**src/rtl/max7219_refresh_ctrl_if.sv**
```systemverilog
`default_nettype none
// ============================================================================
//  Module      : max7219_refresh_ctrl_if
//  Description : Word handshake between the MAX7219 refresh sequencer and the
//                byte-pair SPI shifter. One transfer happens on every rising
//                clk edge where tx_valid && tx_ready.
//  Signals     : tx_valid - word available (sequencer -> shifter)
//                tx_ready - shifter accepts the word (shifter -> sequencer)
//                tx_addr  - MAX7219 register address
//                tx_data  - register data
//  Revision    : 1.0 - initial release
// ============================================================================
interface max7219_refresh_ctrl_if;
  logic       tx_valid;
  logic       tx_ready;
  logic [7:0] tx_addr;
  logic [7:0] tx_data;

  modport master (output tx_valid, output tx_addr, output tx_data, input tx_ready);
  modport slave  (input tx_valid, input tx_addr, input tx_data, output tx_ready);
endinterface
`default_nettype wire

```
**src/rtl/max7219_refresh_ctrl.sv**
```systemverilog
`default_nettype none
// ============================================================================
//  Module      : max7219_refresh_ctrl
//  Description : MAX7219 8-digit display sequencer. Issues the five init
//                writes after reset, holds an 8-entry digit frame buffer,
//                refreshes it on a periodic tick and inserts host intensity
//                changes between digit words.
//  Ports       : clk        - system clock
//                reset      - synchronous, active-low reset
//                digit_we   - frame-buffer write strobe
//                digit_idx  - digit index 0..7 (register idx+1)
//                digit_val  - digit value
//                int_we     - intensity change request
//                int_val    - new intensity
//                tx         - word handshake to the SPI shifter (master)
//                busy       - high unless IDLE with nothing pending
//                init_done  - init sequence complete
//  Config      : MAX7219_DIRTY_SKIP_EN - when defined, SCAN sends only digits
//                whose dirty bit is set; otherwise every pass sends all 8.
//  Revision    : 1.0 - initial release
// ============================================================================
module max7219_refresh_ctrl #(
  parameter int unsigned REFRESH_DIV    = 50000,
  parameter logic [2:0]  SCAN_LIMIT     = 3'd7,
  parameter logic [3:0]  INIT_INTENSITY = 4'hF,
  parameter logic [7:0]  DECODE         = 8'hFF
) (
  input  wire                    clk,
  input  wire                    reset,
  input  wire                    digit_we,
  input  wire  [2:0]             digit_idx,
  input  wire  [7:0]             digit_val,
  input  wire                    int_we,
  input  wire  [3:0]             int_val,
  max7219_refresh_ctrl_if.master tx,
  output logic                   busy,
  output logic                   init_done
);

`ifdef MAX7219_DIRTY_SKIP_EN
  localparam bit c_skip_en = 1'b1;
`else
  localparam bit c_skip_en = 1'b0;
`endif

  localparam int unsigned        c_cnt_w      = $clog2(REFRESH_DIV);
  localparam logic [c_cnt_w-1:0] c_cnt_reload = c_cnt_w'(REFRESH_DIV - 1);

  typedef enum logic [1:0] {
    ST_INIT   = 2'd0,
    ST_IDLE   = 2'd1,
    ST_INTENS = 2'd2,
    ST_SCAN   = 2'd3
  } state_t;

  state_t             r_state, w_state_nxt;
  logic [2:0]         r_idx, w_idx_nxt;      // init step or scan index
  logic               r_resume, w_resume_nxt; // INTENS returns to SCAN
  logic               r_valid;
  logic [7:0]         r_addr, r_data;
  logic               r_busy, r_init_done;
  logic [c_cnt_w-1:0] r_cnt;
  logic               r_ref_pend, r_int_pend;
  logic [3:0]         r_int_val;
  logic [7:0]         r_buf [0:7];
  logic [7:0]         r_dirty;

  logic       w_tick, w_hs, w_load;
  logic [7:0] w_addr, w_data;
  logic       w_int_clr, w_ref_clr, w_done_set, w_dirty_clr;
  logic       w_int_pend_nxt, w_ref_pend_nxt;

  assign w_tick = (r_cnt == '0);
  assign w_hs   = r_valid && tx.tx_ready;

  // Tick/request set wins over a same-edge clear so no event is lost.
  assign w_int_pend_nxt = int_we | (r_int_pend & ~w_int_clr);
  assign w_ref_pend_nxt = w_tick | (r_ref_pend & ~w_ref_clr);

  // Decisions happen only at word boundaries: on a handshake (what follows
  // the word in flight) or in a load slot where no word is held.
  always_comb begin
    w_state_nxt  = r_state;
    w_idx_nxt    = r_idx;
    w_resume_nxt = r_resume;
    w_load       = 1'b0;
    w_addr       = 8'h00;
    w_data       = 8'h00;
    w_int_clr    = 1'b0;
    w_ref_clr    = 1'b0;
    w_done_set   = 1'b0;
    w_dirty_clr  = 1'b0;
    if (r_valid) begin
      if (w_hs) begin
        case (r_state)
          ST_INIT: begin
            if (r_idx == 3'd4) begin
              w_state_nxt = ST_SCAN;
              w_idx_nxt   = 3'd0;
              w_ref_clr   = 1'b1;
              w_done_set  = 1'b1;
            end else begin
              w_idx_nxt = r_idx + 3'd1;
            end
          end
          ST_SCAN: begin
            w_dirty_clr = 1'b1;
            if (r_idx == 3'd7) begin
              w_state_nxt = ST_IDLE;
              w_idx_nxt   = 3'd0;
            end else begin
              w_idx_nxt = r_idx + 3'd1;
            end
          end
          ST_INTENS: w_state_nxt = r_resume ? ST_SCAN : ST_IDLE;
          default:   w_state_nxt = ST_IDLE;
        endcase
      end
    end else begin
      case (r_state)
        ST_INIT: begin
          w_load = 1'b1;
          case (r_idx)
            3'd0:    begin w_addr = 8'h0F; w_data = 8'h00;                  end
            3'd1:    begin w_addr = 8'h0C; w_data = 8'h01;                  end
            3'd2:    begin w_addr = 8'h0B; w_data = {5'b0, SCAN_LIMIT};     end
            3'd3:    begin w_addr = 8'h0A; w_data = {4'b0, INIT_INTENSITY}; end
            default: begin w_addr = 8'h09; w_data = DECODE;                 end
          endcase
        end
        ST_IDLE: begin
          if (r_int_pend) begin
            w_load       = 1'b1;
            w_addr       = 8'h0A;
            w_data       = {4'b0, r_int_val};
            w_int_clr    = 1'b1;
            w_resume_nxt = 1'b0;
            w_state_nxt  = ST_INTENS;
          end else if (r_ref_pend) begin
            w_state_nxt = ST_SCAN;
            w_idx_nxt   = 3'd0;
            w_ref_clr   = 1'b1;
          end
        end
        ST_SCAN: begin
          if (r_int_pend) begin
            // Yield to the intensity word; r_idx already points at the
            // next digit so the pass resumes where it left off.
            w_load       = 1'b1;
            w_addr       = 8'h0A;
            w_data       = {4'b0, r_int_val};
            w_int_clr    = 1'b1;
            w_resume_nxt = 1'b1;
            w_state_nxt  = ST_INTENS;
          end else if (c_skip_en && !r_dirty[r_idx]) begin
            if (r_idx == 3'd7) begin
              w_state_nxt = ST_IDLE;
              w_idx_nxt   = 3'd0;
            end else begin
              w_idx_nxt = r_idx + 3'd1;
            end
          end else begin
            w_load = 1'b1;
            w_addr = {5'b0, r_idx} + 8'd1;
            w_data = r_buf[r_idx];
          end
        end
        default: w_state_nxt = ST_IDLE;
      endcase
    end
  end

  always_ff @(posedge clk) begin
    if (!reset) begin
      r_state     <= ST_INIT;
      r_idx       <= 3'd0;
      r_resume    <= 1'b0;
      r_valid     <= 1'b0;
      r_addr      <= 8'h00;
      r_data      <= 8'h00;
      r_busy      <= 1'b0;
      r_init_done <= 1'b0;
      r_cnt       <= c_cnt_reload;
      r_ref_pend  <= 1'b0;
      r_int_pend  <= 1'b0;
      r_int_val   <= 4'h0;
      r_dirty     <= 8'hFF;
      for (int i = 0; i < 8; i++) r_buf[i] <= 8'h00;
    end else begin
      r_state    <= w_state_nxt;
      r_idx      <= w_idx_nxt;
      r_resume   <= w_resume_nxt;
      r_ref_pend <= w_ref_pend_nxt;
      r_int_pend <= w_int_pend_nxt;
      r_busy     <= !(w_state_nxt == ST_IDLE && !w_int_pend_nxt && !w_ref_pend_nxt);
      r_cnt      <= w_tick ? c_cnt_reload : r_cnt - 1'b1;

      // The word is captured here, so later buffer writes cannot alter it.
      if (w_load) begin
        r_valid <= 1'b1;
        r_addr  <= w_addr;
        r_data  <= w_data;
      end else if (w_hs) begin
        r_valid <= 1'b0;
      end

      if (w_done_set) r_init_done <= 1'b1;
      if (int_we)     r_int_val   <= int_val;

      // A write on the handshake edge of the same digit keeps it dirty.
      if (w_dirty_clr) r_dirty[r_idx] <= 1'b0;
      if (digit_we) begin
        r_dirty[digit_idx] <= 1'b1;
        r_buf[digit_idx]   <= digit_val;
      end
    end
  end

  assign tx.tx_valid = r_valid;
  assign tx.tx_addr  = r_addr;
  assign tx.tx_data  = r_data;
  assign busy        = r_busy;
  assign init_done   = r_init_done;

endmodule
`default_nettype wire
```
**src/flat_wrapper.sv**
```systemverilog
// flat-port wrapper written by rule: the top's interface ports become plain ports
module max7219_refresh_ctrl_flat 
#(
  parameter int unsigned REFRESH_DIV    = 50000,
  parameter logic [2:0]  SCAN_LIMIT     = 3'd7,
  parameter logic [3:0]  INIT_INTENSITY = 4'hF,
  parameter logic [7:0]  DECODE         = 8'hFF
)
  (clk, reset, digit_we, digit_idx, digit_val, int_we, int_val, busy, init_done, tx_tx_valid, tx_tx_addr, tx_tx_data, tx_tx_ready);
  max7219_refresh_ctrl_if tx_i ();
  input  wire clk;
  input  wire reset;
  input  wire digit_we;
  input  wire  [2:0] digit_idx;
  input  wire  [7:0] digit_val;
  input  wire int_we;
  input  wire  [3:0] int_val;
  output logic busy;
  output logic init_done;
  output wire logic [$bits(tx_i.tx_valid)-1:0] tx_tx_valid;
  output wire logic [$bits(tx_i.tx_addr)-1:0] tx_tx_addr;
  output wire logic [$bits(tx_i.tx_data)-1:0] tx_tx_data;
  input wire logic [$bits(tx_i.tx_ready)-1:0] tx_tx_ready;
  assign tx_tx_valid = tx_i.tx_valid;
  assign tx_tx_addr = tx_i.tx_addr;
  assign tx_tx_data = tx_i.tx_data;
  assign tx_i.tx_ready = tx_tx_ready;
  max7219_refresh_ctrl #(.REFRESH_DIV(REFRESH_DIV), .SCAN_LIMIT(SCAN_LIMIT), .INIT_INTENSITY(INIT_INTENSITY), .DECODE(DECODE)) u_core (.clk(clk), .reset(reset), .digit_we(digit_we), .digit_idx(digit_idx), .digit_val(digit_val), .int_we(int_we), .int_val(int_val), .tx(tx_i), .busy(busy), .init_done(init_done));
endmodule
```
**config.mk**
```make
export PLATFORM = sky130hd
export DESIGN_NAME = max7219_refresh_ctrl_flat
export DESIGN_NICKNAME = d
export VERILOG_FILES = /design/src/rtl/max7219_refresh_ctrl_if.sv /design/src/rtl/max7219_refresh_ctrl.sv /design/src/flat_wrapper.sv
export SDC_FILE = /design/constraint.sdc
export NUM_CORES = 1
export LEC_CHECK = 0
export CAP_MARGIN = 15
export CORE_MARGIN = 3
export CORE_UTILIZATION = 38
export CTS_BUF_LIST = sky130_fd_sc_hd__clkbuf_4
export CTS_CLUSTER_SIZE = 14
export DETAILED_ROUTE_END_ITERATION = 16
export SLEW_MARGIN = 40
export SYNTH_ARGS = -nofsm -noshare
export SYNTH_HDL_FRONTEND = slang
export SYNTH_SLANG_ARGS = --single-unit
export TNS_END_PERCENT = 1
```
**constraint.sdc**
```tcl
create_clock -name clk -period 6 [get_ports clk]
set_input_delay 0.9 -clock clk [delete_from_list [all_inputs] [get_ports clk]]
set_output_delay 0.9 -clock clk [all_outputs]
set_load 0.01 [all_outputs]
```
; Word level (Yosys, flattened, before mapping)
; Memory sizes are Yosys's and may differ from the RTL's. A register that Yosys moved wholly into a read port is not among the register bits.
; Cells that the tools add are included.
[totals]
regBits = 47
ramBits = 64
mem_count = 1
[memory_table]
columns = memory, depth, width, read_ports, rd_clocked_by_memory_dff, write_ports, line
row1 = u_core.r_buf, 8, 8, 1, 1, 8, max7219_refresh_ctrl.sv:65  ; logic [7:0] r_buf [0:7];
[op_classes]
bitwise = 8
mux = 55
n_reduce_logical = 19
n_eq_ne = 14
n_addsub = 3
[ops]
columns = operator, count
row1 = case mux 8 bit (3 select lines), 2
row2 = two-way mux 8 bit, 5
row3 = case mux 8 bit (4 select lines), 1
row4 = two-way mux 3 bit, 10
row5 = two-way mux 1 bit, 21
row6 = zero test 16 bit, 1
row7 = two-way mux 2 bit, 8
row8 = "subtractor 16 x 1 -> 16 bit, second input constant", 1
row9 = case mux 2 bit (3 select lines), 2
row10 = case mux 3 bit (4 select lines), 1
row11 = two-way mux 4 bit, 2
row12 = nonzero test 2 bit, 4
row13 = OR reduction 8 bit, 1
row14 = "equality test 3 x 2 -> 1 bit, second input constant", 2
row15 = "equality test 3 bit, second input constant", 2
row16 = "inequality test 2 x 1 -> 1 bit, second input constant", 3
row17 = case mux 3 bit (2 select lines), 1
row18 = OR reduction 2 bit, 3
row19 = AND reduction 5 bit, 1
row20 = "adder 3 x 1 -> 4 bit, second input constant", 1
row21 = "equality test 2 x 1 -> 1 bit, second input constant", 2
row22 = "equality test 2 bit, second input constant", 2
row23 = inverter 1 bit, 4
row24 = case mux 1 bit (2 select lines), 2
row25 = 11 further kinds, 17

; Longest topological paths before layout
; Gate-level depths: netlist of the first run.
[logic_depth]
depth_word = 11
depth_mapped = 8
mapped_depth_nobuf = 7

; Worst setup path after synthesis of the first run
; OpenSTA, ideal clock, no wires.
[synth_timing]
path_kind = input port to flip-flop
from = input digit_idx[0]
to = memory u_core.r_buf[2][0], enable pin
slack_ns = 3.810
n_path_buf = 0
required_ns = 5.616
path_stages = 2
arrival_ns = 1.806
path_cell_list = nand3b_1 > o21ai_0
[synth_lines]
columns = item, line
row1 = start: declaration, flat_wrapper.sv:14  ; input wire [2:0] digit_idx;
row2 = end: declaration, max7219_refresh_ctrl.sv:65

==> impl_results.md, run 1 <==
* Clk root buf: clkbuf_4
* Number of setup violations in the final report at 0
* Post-synthesis cell type count at 51
* Vias in the first global route at ~3100
* Area of the multi-input gates at 2100 um2
* Via-to-Cell Ratio at about 5.1
* Final TNS setup at 0 ns
* CP required at approximately 6.2 ns
* Synth async-reset ratio at 0%
* First-pass GRT wire length at between 15000 and 20000 um
* Initial detailed-routing violation count at 299
* Yosys reg bits at 110
* Critical Path Sink Type: flip-flop
* Worst Path Max Fanout at 26
* Filler cells at about 1200
* Pwr Total at between 1 and 1.5 mW
* Layout area overhead at 12.4%
* Register area at ~2800 um2
* IO Pins at 39
* Post-CTS Resized at 0
* R2R Setup Slk at between 3 and 4 ns
* Synth Instances at about 430
* Ys flop type: edfxtp_1
* Std cell rows at 41
* GRT overflow at 0
* FF-to-FF End: u_core.r_cnt[4]
* Setup Buffers After CTS at 0
* Share of cells above drive strength 1 at 12.1%
* Slew @ Worst Pin at about 0.75 ns
* Total CTS buffers at 9
* Simple-gate portion of the synthesized area at 19.2%
* FF-to-FF Start: u_core.r_cnt[9]
* Detailed-route DRC error count at 0
* Final Hold Viols at 0
* PwrDens at ~240 nW/um2
* Highest clock rate at 355 MHz
* Initial antenna violation count at 0
* CTS Hold Bufs at 0
* Sequential area share after synthesis at 55.9%
* Compound-gate portion of the synthesized area at about 7.6%
* Post-DRT Antenna Nets at 0
* Final worst slack at between 3 and 4 ns
* CTS max path bufs at 2
* Routability cong. at roughly 0.8
* WL/cell at between 15 and 20 um
* Max IR drop VDD at between 0.1 and 0.15 mV
* Final Max Tran Viols at 0
* Clock slew at reported path FFs at roughly 0.17 ns
* Worst setup SP type: input pin
* Die width at ~120 um
* Synth Area in XOR/XNOR at approximately 1.9%
* Synth Area in Adders at between 2 and 3%
* CP Class: in -> reg
* Iteration count of the initial detailed-routing pass at 6
* H-tree levels at 3
* Starting Density at roughly two fifths
* Post-Place Worst Slack at ~2.6 ns
* Core area at between 10000 and 15000 um2
* Fin crit share at a little under half
* Worst Reg2Reg Path Length in Cells at 5
* Worst hold path endpoint: u_core.init_done
* DIE AREA at between 10000 and 15000 um2
* DP HPWL at approximately 7500 um
* Run status: finished clean
* Detailed-route wire length at about 11000 um
* Nets at ~490
* Port Buf Inserts at 34
* HP Class: reg -> reg
* EDFF count, synth at between 60 and 70
* Avg Cell Area, Syn at around 12 um2
* Cell Area, Synth at 5080 um2
* Leak Pwr at 1.98 nW
* Largest net degree at the start of global routing at 27
* Total GRT Usage at between 10% and 20%
* Mux cell area share after synthesis at 9.65%
* Clock skew at between 0.015 and 0.02 ns
* Hold depth at 2
* Final Instance Count excl. Fillers at ~640
* CTS tree: yes
* Die Ht at between 100 and 150 um
* Max cap viols at 0
* Worst Hold Launch: u_core.init_done
* Yosys top cell area share at 37.8%
* Largest family of logic cells by synthesized area: simple AND/OR/NAND/NOR gates
* Worst EP arrival at 2.99 ns
* Area leader, netlist: edfxtp_1
* DP Cell Count at ~620
* Crit path time final at 2.82 ns
* Ys Warns at 0
* Slew margin rel. at 49.3%
* RSZ-0062 raised after global routing: false
* Synth area leaders: edfxtp_1 (38%), dfxtp_1 (18%), and2_1 (8.0%), mux4_2 (7.1%), nor2_1 (2.8%)
* WHS at between 0.4 and 0.5 ns
* Clk Latency, worst-skew pair at 0.48 ns
* Clk sink count at 110
* Vias post-DR at about 3200
-- metal layers --
metal	wire [um]	track usage (%)
met3	527	3.62
met5	0	0
met4	171	5.25
met1	5130	21.7
met2	4680	22.2
-- synth_stat cells (3+ instances only) --
cell and number:
or3_1 4, xnor2_1 9, mux2i_1 13, a21oi_1 10, clkbuf_1 13, nand2b_1 7
o221a_2 5, inv_1 12, edfxtp_1 64, nor3_1 7, nor2_1 38, mux4_2 16
o21ai_0 21, dfxtp_1 46, or3_2 3, nor2b_1 6, and2_1 65, buf_1 4
a31oi_1 3, nand3_1 4, a211oi_1 5, ha_1 11, nand2_2 7, nor4_1 4
nand2_1 14, buf_4 4, and3_1 3
-- flip-flops by register name, summed over array words and instances, names as in the netlist, named ones only --
register / flops
u_core.r_int_val: 4
u_core.r_state: 2
u_core.r_int_pend: 1
u_core.r_resume: 1
u_core.init_done: 1
u_core.tx.tx_valid: 1
u_core.tx.tx_addr: 4
u_core.r_ref_pend: 1
u_core.r_cnt: 16
u_core.tx.tx_data: 8
u_core.r_idx: 3
u_core.busy: 1
u_core.r_buf: 64
-- worst max-delay path, stage by stage --
cell and delay [ns]:
clkdlybuf4s50_1 0.45, buf_4 0.29, nand3b_1 0.26, nor3_1 0.65, nand2b_1 0.42
-- cell usage in the layout, fill, tap and decap left out, drive strengths merged, types with 3 or more instances in the layout --
cell type and count:
a211oi 6, a21oi 10, a31oi 3, and2 66
and3 3, clkbuf 9, clkdlybuf4s50 34, conb 4
dfxtp 46, edfxtp 64, ha 11, inv 17
mux2i 13, mux4 16, nand2 21, nand2b 7
nand3 4, nor2 38, nor2b 6, nor3 7
nor4 4, o21ai 21, o221a 5, or3 8
or4 4, xnor2 9
-- cell families (layout without fill, tap and decap cells) --
| logic type | count (synthesis) | count (layout) |
|---|---|---|
| and+or+nand+nor | 174 | 174 |
| other | 1 | 6 |
| muxes | 29 | 29 |
| buffers and inverters | 34 | 64 |
| DFF | 110 | 110 |
| adders and majority gates | 11 | 11 |
| xor gates and xnor gates | 11 | 11 |
| AOI/OAI and AO/OA | 58 | 58 |
-- area by class of cell --
cell class	instances	area share, %
tap	172	3.77
sequential	110	49.8
timing repair buffer	36	6.22
inverter	12	0.788
clock inverter	7	1.40
clock buffer	9	1.18
multi-input combinational	287	36.8
antenna	2	0.0876
-- where the power goes --
part | switching (mW) | internal (mW) | total (mW)
Combinational | 0.0593 | 0.0557 | 0.115
Sequential | 0.0233 | 0.837 | 0.860
Clock | 0.263 | 0.135 | 0.398
Total | 0.345 | 1.03 | 1.37
-- worst max-delay path by stage --
stage                       startpoint            endpoint  slack (ns)  cells past startpoint
after global placement           reset  u_core.r_buf[2][3]        2.78                      4
final                            reset  u_core.r_buf[0][5]        3.18                      5
after floorplan           digit_idx[0]  u_core.r_buf[2][0]        3.81                      2
after global routing             reset  u_core.r_buf[0][5]        3.01                      5
after CTS                        reset  u_core.r_buf[0][5]        3.21                      5
after detailed placement         reset  u_core.r_buf[0][3]        2.64                      5
-- per-stage QoR --
step                      util (%)  instance area (um2)
final                         44.6                 5720
after global routing          44.5                 5710
after CTS                     44.5                 5710
after detailed placement      43.4                 5560
after global placement        43.4                 5560
after floorplan                  -                 5100
No activity file was read; power rests on OpenSTA's default activity.
==> inputs of run 2 (changes only) <==
==> constraint.sdc (replaced) <==
create_clock -name clk -period 2.57 [get_ports clk]
set_input_delay 0.3855 -clock clk [delete_from_list [all_inputs] [get_ports clk]]
set_output_delay 0.3855 -clock clk [all_outputs]
set_load 0.01 [all_outputs]
==> impl_results.md, run 2 (synthesis results as in run 1) <==
* Crit path time final at roughly 2.2 ns
* Critical Path Sink Type: flip-flop (unchanged)
* Area of the multi-input gates at 2100 um2 (unchanged)
* Total GRT Usage at 14.9% (was 15.0%)
* Worst EP arrival at 2.61 ns (was 2.99 ns)
* Clk Latency, worst-skew pair at 0.49 ns (was 0.48 ns)
* Max IR drop VDD at 0.198 mV (was 0.101 mV)
* Number of setup violations in the final report at 0 (unchanged)
* Largest register FFs at 64 (unchanged)
* Highest clock rate at about 450 MHz
* Final TNS setup at 0 ns (unchanged)
* Clock slew at reported path FFs at 0.14 ns (was 0.17 ns)
* PwrDens at 549 nW/um2 (was 240 nW/um2)
* Run status: finished clean (unchanged)
* Detailed-route DRC error count at 0 (unchanged)
* First-pass GRT wire length at 16800 um (was 17000 um)
* HP Class: reg -> reg (unchanged)
* IO Pins at 39 (unchanged)
* Port Buf Inserts at 34 (unchanged)
* Layout area overhead at 14.0% (was 12.4%)
* Total CTS buffers at 9 (unchanged)
* Die Ht at 122 um (unchanged)
* Iteration count of the initial detailed-routing pass at 4 (was 6)
* Fin crit share at between 80% and 90%
* Biggest register: u_core.r_buf (unchanged)
* H-tree levels at 3 (unchanged)
* Share of cells above drive strength 1 at 14.4% (was 12.1%)
* Max cap viols at 0 (unchanged)
* Vias in the first global route at 3145 (was 3140)
* Worst setup SP type: flip-flop (was input pin)
* Pwr Total at 3.18 mW (was 1.37 mW)
* Final Max Tran Viols at 0 (unchanged)
* Clk root buf: clkbuf_4 (unchanged)
* Post-CTS Resized at 0 (unchanged)
* Post-DRT Antenna Nets at 0 (unchanged)
* Filler cells at 1197 (was 1183)
* Slew @ Worst Pin at 0.656 ns (was 0.755 ns)
* GRT overflow at 0 (unchanged)
* RSZ-0062 raised after global routing: false (unchanged)
* WHS at 0.456 ns (was 0.466 ns)
* Starting Density at 39.6% (unchanged)
* CTS tree: yes (unchanged)
* Detailed-route wire length at 10400 um (was 10500 um)
* Worst Path Max Fanout at 7 (was 26)
* CP Class: reg -> reg (was in -> reg)
* Via-to-Cell Ratio at 5.06 (was 5.11)
* Largest net degree at the start of global routing at 25 (was 27)
* CTS max path bufs at 2 (unchanged)
* Setup Buffers After CTS at 0 (unchanged)
* Slew margin rel. at 56.2% (was 49.3%)
* Clock skew at 0.0174 ns (was 0.0190 ns)
* Most frequent cells in the layout: and2_1 (65), edfxtp_1 (64), dfxtp_1 (46), nor2_1 (38), clkdlybuf4s50_1 (34) (was and2_1 (65), edfxtp_1 (64), dfxtp_1 (45), nor2_1 (38), clkdlybuf4s50_1 (34))
* Leak Pwr at 2.04 nW (was 1.98 nW)
* DIE AREA at 14800 um2 (unchanged)
* WL/cell at 16.1 um (was 16.5 um)
* Routability cong. at 0.783 (was 0.784)
* Clk sink count at 110 (unchanged)
* Die width at 122 um (unchanged)
* Hold depth at 1 (was 2)
* Initial detailed-routing violation count at 260 (was 299)
* Final Hold Viols at 0 (unchanged)
* Nets at 499 (was 487)
* CTS Hold Bufs at 0 (unchanged)
* Std cell rows at 41 (unchanged)
* Initial antenna violation count at 1 (was 0)
* Vias post-DR at 3269 (was 3248)
* Leading cell type in the layout, fill and taps excluded: and2_1 (unchanged)
* Core area at 12800 um2 (unchanged)
* Register area at 2840 um2 (about the same)
* DP HPWL at 7380 um (was 7540 um)
* CP required at 2.94 ns (was 6.17 ns)
* Worst Reg2Reg Path Length in Cells at 5 (unchanged)
-- run 2: changes by cell type in the layout (fill, tap and decap cells not counted), moves of 2 or more --
cell and delta:
o21ai_0 +6, inv_6 -2, o21ai_1 -6, buf_4 +12
-- run 2: area by class of cell --
cell class	instances	area share (%)
Antenna cell	1	0.0432
Clock buffer	10	1.29
Clock inverter	6	1.19
Inverter	12	0.777
Multi-Input combinational cell	287	36.3
Sequential cell	110	49.0
Tap cell	172	3.71
Timing Repair Buffer	48	7.68
-- run 2: layer usage --
| layer | global-route usage [%] | vias up | routed length [um] |
|---|---|---|---|
| li1 | - | 1617 | - |
| met1 | 20.3 | 1572 | 4950 |
| met2 | 23.2 | 68 | 4800 |
| met3 | 3.11 | 12 | 467 |
| met4 | 6.30 | 0 | 212 |
| met5 | 0 | - | 0 |
-- run 2: path summary, 6_finish.rpt --
path	start	to	slack (ns)
worst min register to register	u_core.r_cnt[0]	u_core.r_cnt[0]	0.46
worst max-delay path	u_core.r_cnt[6]	u_core.r_cnt[7]	0.33
worst max register to register	u_core.r_cnt[6]	u_core.r_cnt[7]	0.33
worst min-delay path	u_core.r_cnt[0]	u_core.r_cnt[0]	0.46
-- run 2: per-stage QoR --
stage | utilization, % | worst slack, ns | instance area, um2 | cells
finish | 45.2 | 0.330 | 5800 | 646
floorplan | - | 0.403 | 5100 | 431
global placement | 44.1 | 0.370 | 5650 | 629
detailed placement | 44.1 | 0.311 | 5650 | 629
global route | 45.2 | 0.130 | 5800 | 646
CTS | 45.2 | 0.306 | 5800 | 645
-- run 2: worst max-delay path: stages (launching register included) --
cell and delay (ns):
dfxtp_1 0.37, or4_4 0.54, or3_4 0.43, or4_4 0.51, nand2_1 0.21, nor2_1 0.07
-- run 2: power by group --
group          switching (mW)  internal (mW)  leakage, nW
clock network           0.588          0.315       0.0774
registers              0.0435           1.95        0.989
logic                   0.144          0.139        0.973
==> inputs of run 3 (changes only) <==
--- a/config.mk
+++ b/config.mk
@@ -5,12 +5,16 @@
 export SDC_FILE = /design/constraint.sdc
 export NUM_CORES = 1
 export LEC_CHECK = 0
+export ABC_AREA = 1
 export CAP_MARGIN = 15
+export CELL_PAD_IN_SITES_DETAIL_PLACEMENT = 1
+export CELL_PAD_IN_SITES_GLOBAL_PLACEMENT = 1
 export CORE_MARGIN = 3
 export CORE_UTILIZATION = 38
 export CTS_BUF_LIST = sky130_fd_sc_hd__clkbuf_4
 export CTS_CLUSTER_SIZE = 14
 export DETAILED_ROUTE_END_ITERATION = 16
+export PLACE_DENSITY_LB_ADDON = 0.1
 export SLEW_MARGIN = 40
 export SYNTH_ARGS = -nofsm -noshare
 export SYNTH_HDL_FRONTEND = slang
==> impl_results.md, run 3 <==
* Run status: finished clean (unchanged)
* Total CTS buffers at 9 (unchanged)
* Initial detailed-routing violation count at 199 (was 260)
* Vias post-DR at 4115 (was 3269)
* WL met1 at 6410 um (was 4950 um)
* Yosys top cell area share at 36.8% (was 37.8%)
* Max cap viols at 0 (unchanged)
* DIE AREA at 15200 um2 (was 14800 um2)
* Biggest register: u_core.r_buf (unchanged)
* Sequential area share after synthesis at 54.4% (was 55.9%)
* Ys Warns at 0 (unchanged)
* Simple-gate portion of the synthesized area at 26.9% (was 19.2%)
* Highest clock rate at 513 MHz (was 446 MHz)
* Number of setup violations in the final report at 0 (unchanged)
* Synth Instances at 607 (was 428)
* Initial antenna violation count at 0 (was 1)
* Buf/Inv on CP at 1 (was 0)
* CTS max path bufs at 2 (unchanged)
* R2R Setup Slk at 0.81 ns (was 0.33 ns)
* Worst Path Max Fanout at 6 (was 7)
* Synth area leaders: edfxtp_1 (37%), dfxtp_1 (18%), nor2_1 (9.2%), nand2_1 (8.1%), nand3_1 (5.2%) (was edfxtp_1 (38%), dfxtp_1 (18%), and2_1 (8.0%), mux4_2 (7.1%), nor2_1 (2.8%))
* Crit path time final at 1.95 ns (was 2.24 ns)
* Most frequent cells in the layout: nor2_1 (128), nand2_1 (113), edfxtp_1 (64), nand3_1 (54), dfxtp_1 (46) (was and2_1 (65), edfxtp_1 (64), dfxtp_1 (46), nor2_1 (38), clkdlybuf4s50_1 (34))
* CP max stage delay at 0.59 ns (was 0.54 ns)
* Detailed-route wire length at 13800 um (was 10400 um)
* Vias in the first global route at 4114 (was 3145)
* Std cell rows at 42 (was 41)
* WHS at 0.480 ns (was 0.456 ns)
* Post-DRT Antenna Nets at 0 (unchanged)
* Routability cong. at 0.853 (was 0.783)
* CP required at 2.18 ns (was 2.94 ns)
* CTS tree: yes (unchanged)
* Worst path slowest cell: clkdlybuf4s50_1 (was or4_4)
* CTS Hold Bufs at 0 (unchanged)
* Area leader, netlist: edfxtp_1 (unchanged)
* RSZ-0062 raised after global routing: false (unchanged)
* Post-synthesis cell type count at 41 (was 51)
* Final TNS setup at 0 ns (unchanged)
* Worst EP arrival at 1.56 ns (was 2.61 ns)
* Share of cells above drive strength 1 at 8.09% (was 14.4%)
* Core area at 13300 um2 (was 12800 um2)
* Largest register FFs at 64 (unchanged)
* Final Hold Viols at 0 (unchanged)
* Detailed-route DRC error count at 0 (unchanged)
* Iteration count of the initial detailed-routing pass at 4 (unchanged)
* Metal2 WL at 6520 um (was 4800 um)
* Nets at 669 (was 499)
* EDFF count, synth at 64 (unchanged)
* Routed wl met3 at 665 um (was 467 um)
* GRT overflow at 0 (unchanged)
* DP HPWL at 10200 um (was 7380 um)
* Fin crit share at 75.8% (was 87.2%)
* WL/cell at 16.8 um (was 16.1 um)
* Leading cell type in the layout, fill and taps excluded: nor2_1 (was and2_1)
* Area of the multi-input gates at 2040 um2 (was 2100 um2)
* Clk Latency, worst-skew pair at 0.50 ns (was 0.49 ns)
* Worst-path cell chain: clkdlybuf4s50_1 (was or4_4 > or3_4 > or4_4 > nand2_1 > nor2_1)
* Top-count cell post-synth: nor2_1 (was and2_1)
* Largest net degree at the start of global routing at 33 (was 25)
* Synth Area in Adders at 2.63% (was 2.71%)
* Cell Area, Synth at 5230 um2 (was 5080 um2)
* Worst setup SP type: flip-flop (unchanged)
* Yosys reg bits at 110 (unchanged)
* Crit-path leading delay family: buffers and inverters (was simple AND/OR/NAND/NOR gates)
* CP Class: reg -> out (was reg -> reg)
* DR top layer: met4 (unchanged)
* Final Max Tran Viols at 0 (unchanged)
* Die width at 123 um (was 122 um)
* Post-synth top cells: nor2_1 (128), nand2_1 (113), edfxtp_1 (64) (was and2_1 (65), edfxtp_1 (64), dfxtp_1 (46))
* Clk sink count at 110 (unchanged)
* Port Buf Inserts at 34 (unchanged)
* Largest family of logic cells by synthesized area: simple AND/OR/NAND/NOR gates (unchanged)
* Synth async-reset ratio at 0% (unchanged)
* Starting Density at 39.2% (was 39.6%)
* Avg Cell Area, Syn at 8.61 um2 (was 11.9 um2)
* IO Pins at 39 (unchanged)
* Layout area overhead at 10.5% (was 14.0%)
* Setup Buffers After CTS at 0 (unchanged)
* Max IR drop VDD at 0.275 mV (was 0.198 mV)
* Total GRT Usage at 19.4% (was 14.9%)
* Filler cells at 1617 (was 1197)
* ANT cells at 0 (was 1)
* Register area at 2840 um2 (unchanged)
* Clock skew at 0.0190 ns (was 0.0174 ns)
* PwrDens at 609 nW/um2 (was 549 nW/um2)
* H-tree levels at 3 (unchanged)
* Critical Path Sink Type: primary output (was flip-flop)
* Via-to-Cell Ratio at 5.02 (was 5.06)
* Leak Pwr at 2.32 nW (was 2.04 nW)
* HP Class: in -> reg (was reg -> reg)
* Compound-gate portion of the synthesized area at 8.14% (was 7.63%)
* Clock slew at reported path FFs at 0.17 ns (was 0.14 ns)
* Synth Area in XOR/XNOR at 1.01% (was 1.89%)
* Die Ht at 123 um (was 122 um)
* First-pass GRT wire length at 22000 um (was 16800 um)
* Mux cell area share after synthesis at 0% (was 9.65%)
* Post-CTS Resized at 0 (unchanged)
* Ys flop type: edfxtp_1 (unchanged)
* Clk root buf: clkbuf_4 (unchanged)
==> run 3: worst paths after layout <==
path / from / endpoint / cells past startpoint
max: u_core.tx.tx_valid / tx_tx_valid / 1
min: int_val[3] / u_core.r_int_val[3] / 3
max reg2reg: u_core.r_state[1] / u_core.tx.tx_data[3] / 9
min reg2reg: u_core.init_done / u_core.init_done / 2
==> run 3: kinds of logic after synthesis <==
logic type               after synthesis
buffers and inverters                 71
AND/OR/NAND/NOR                      328
adder cells (fa/ha/maj)               11
AO/OA/AOI/OAI                         80
flip-flops                           110
XOR/XNOR                               6
other                                  1
==> run 3: metrics by stage <==
step	cells	total power, mW	worst slack [ns]	area [um2]	util, %
2_1_floorplan	610	2.51	1.08	5240	-
3_3_place_gp	803	2.75	0.532	5670	42.4
3_5_place_dp	803	2.77	0.490	5670	42.4
4_1_cts	819	3.57	0.562	5780	43.3
5_1_grt	819	3.72	0.542	5780	43.3
6_report	819	3.52	0.622	5780	43.3
==> run 3: tightest hold or removal path, stage by stage <==
cell,delay [ns]
clkdlybuf4s50_1,0.42
nor2_1,0.11
nor2_1,0.05
==> run 3: layout make-up <==
type	count	area share [%]
multi-input cells	429	35.3
clock buffers	9	1.17
inverters	50	3.33
flip-flops and latches	110	49.2
repair buffers	38	6.41
clock inverters	7	0.780
well taps	176	3.81
==> run 3: power by group <==
part | switching (mW) | internal, mW | total [mW]
clock | 0.600 | 0.201 | 0.801
sequential | 0.0776 | 1.99 | 2.07
combinational | 0.399 | 0.248 | 0.646
total | 1.08 | 2.44 | 3.52
==> run 3: per-layer routing <==
metal,GRT usage (%),up-vias
met5,0,-
met4,4.36,0
met3,4.30,13
met2,31.4,83
met1,26.6,1969
li1,-,2050
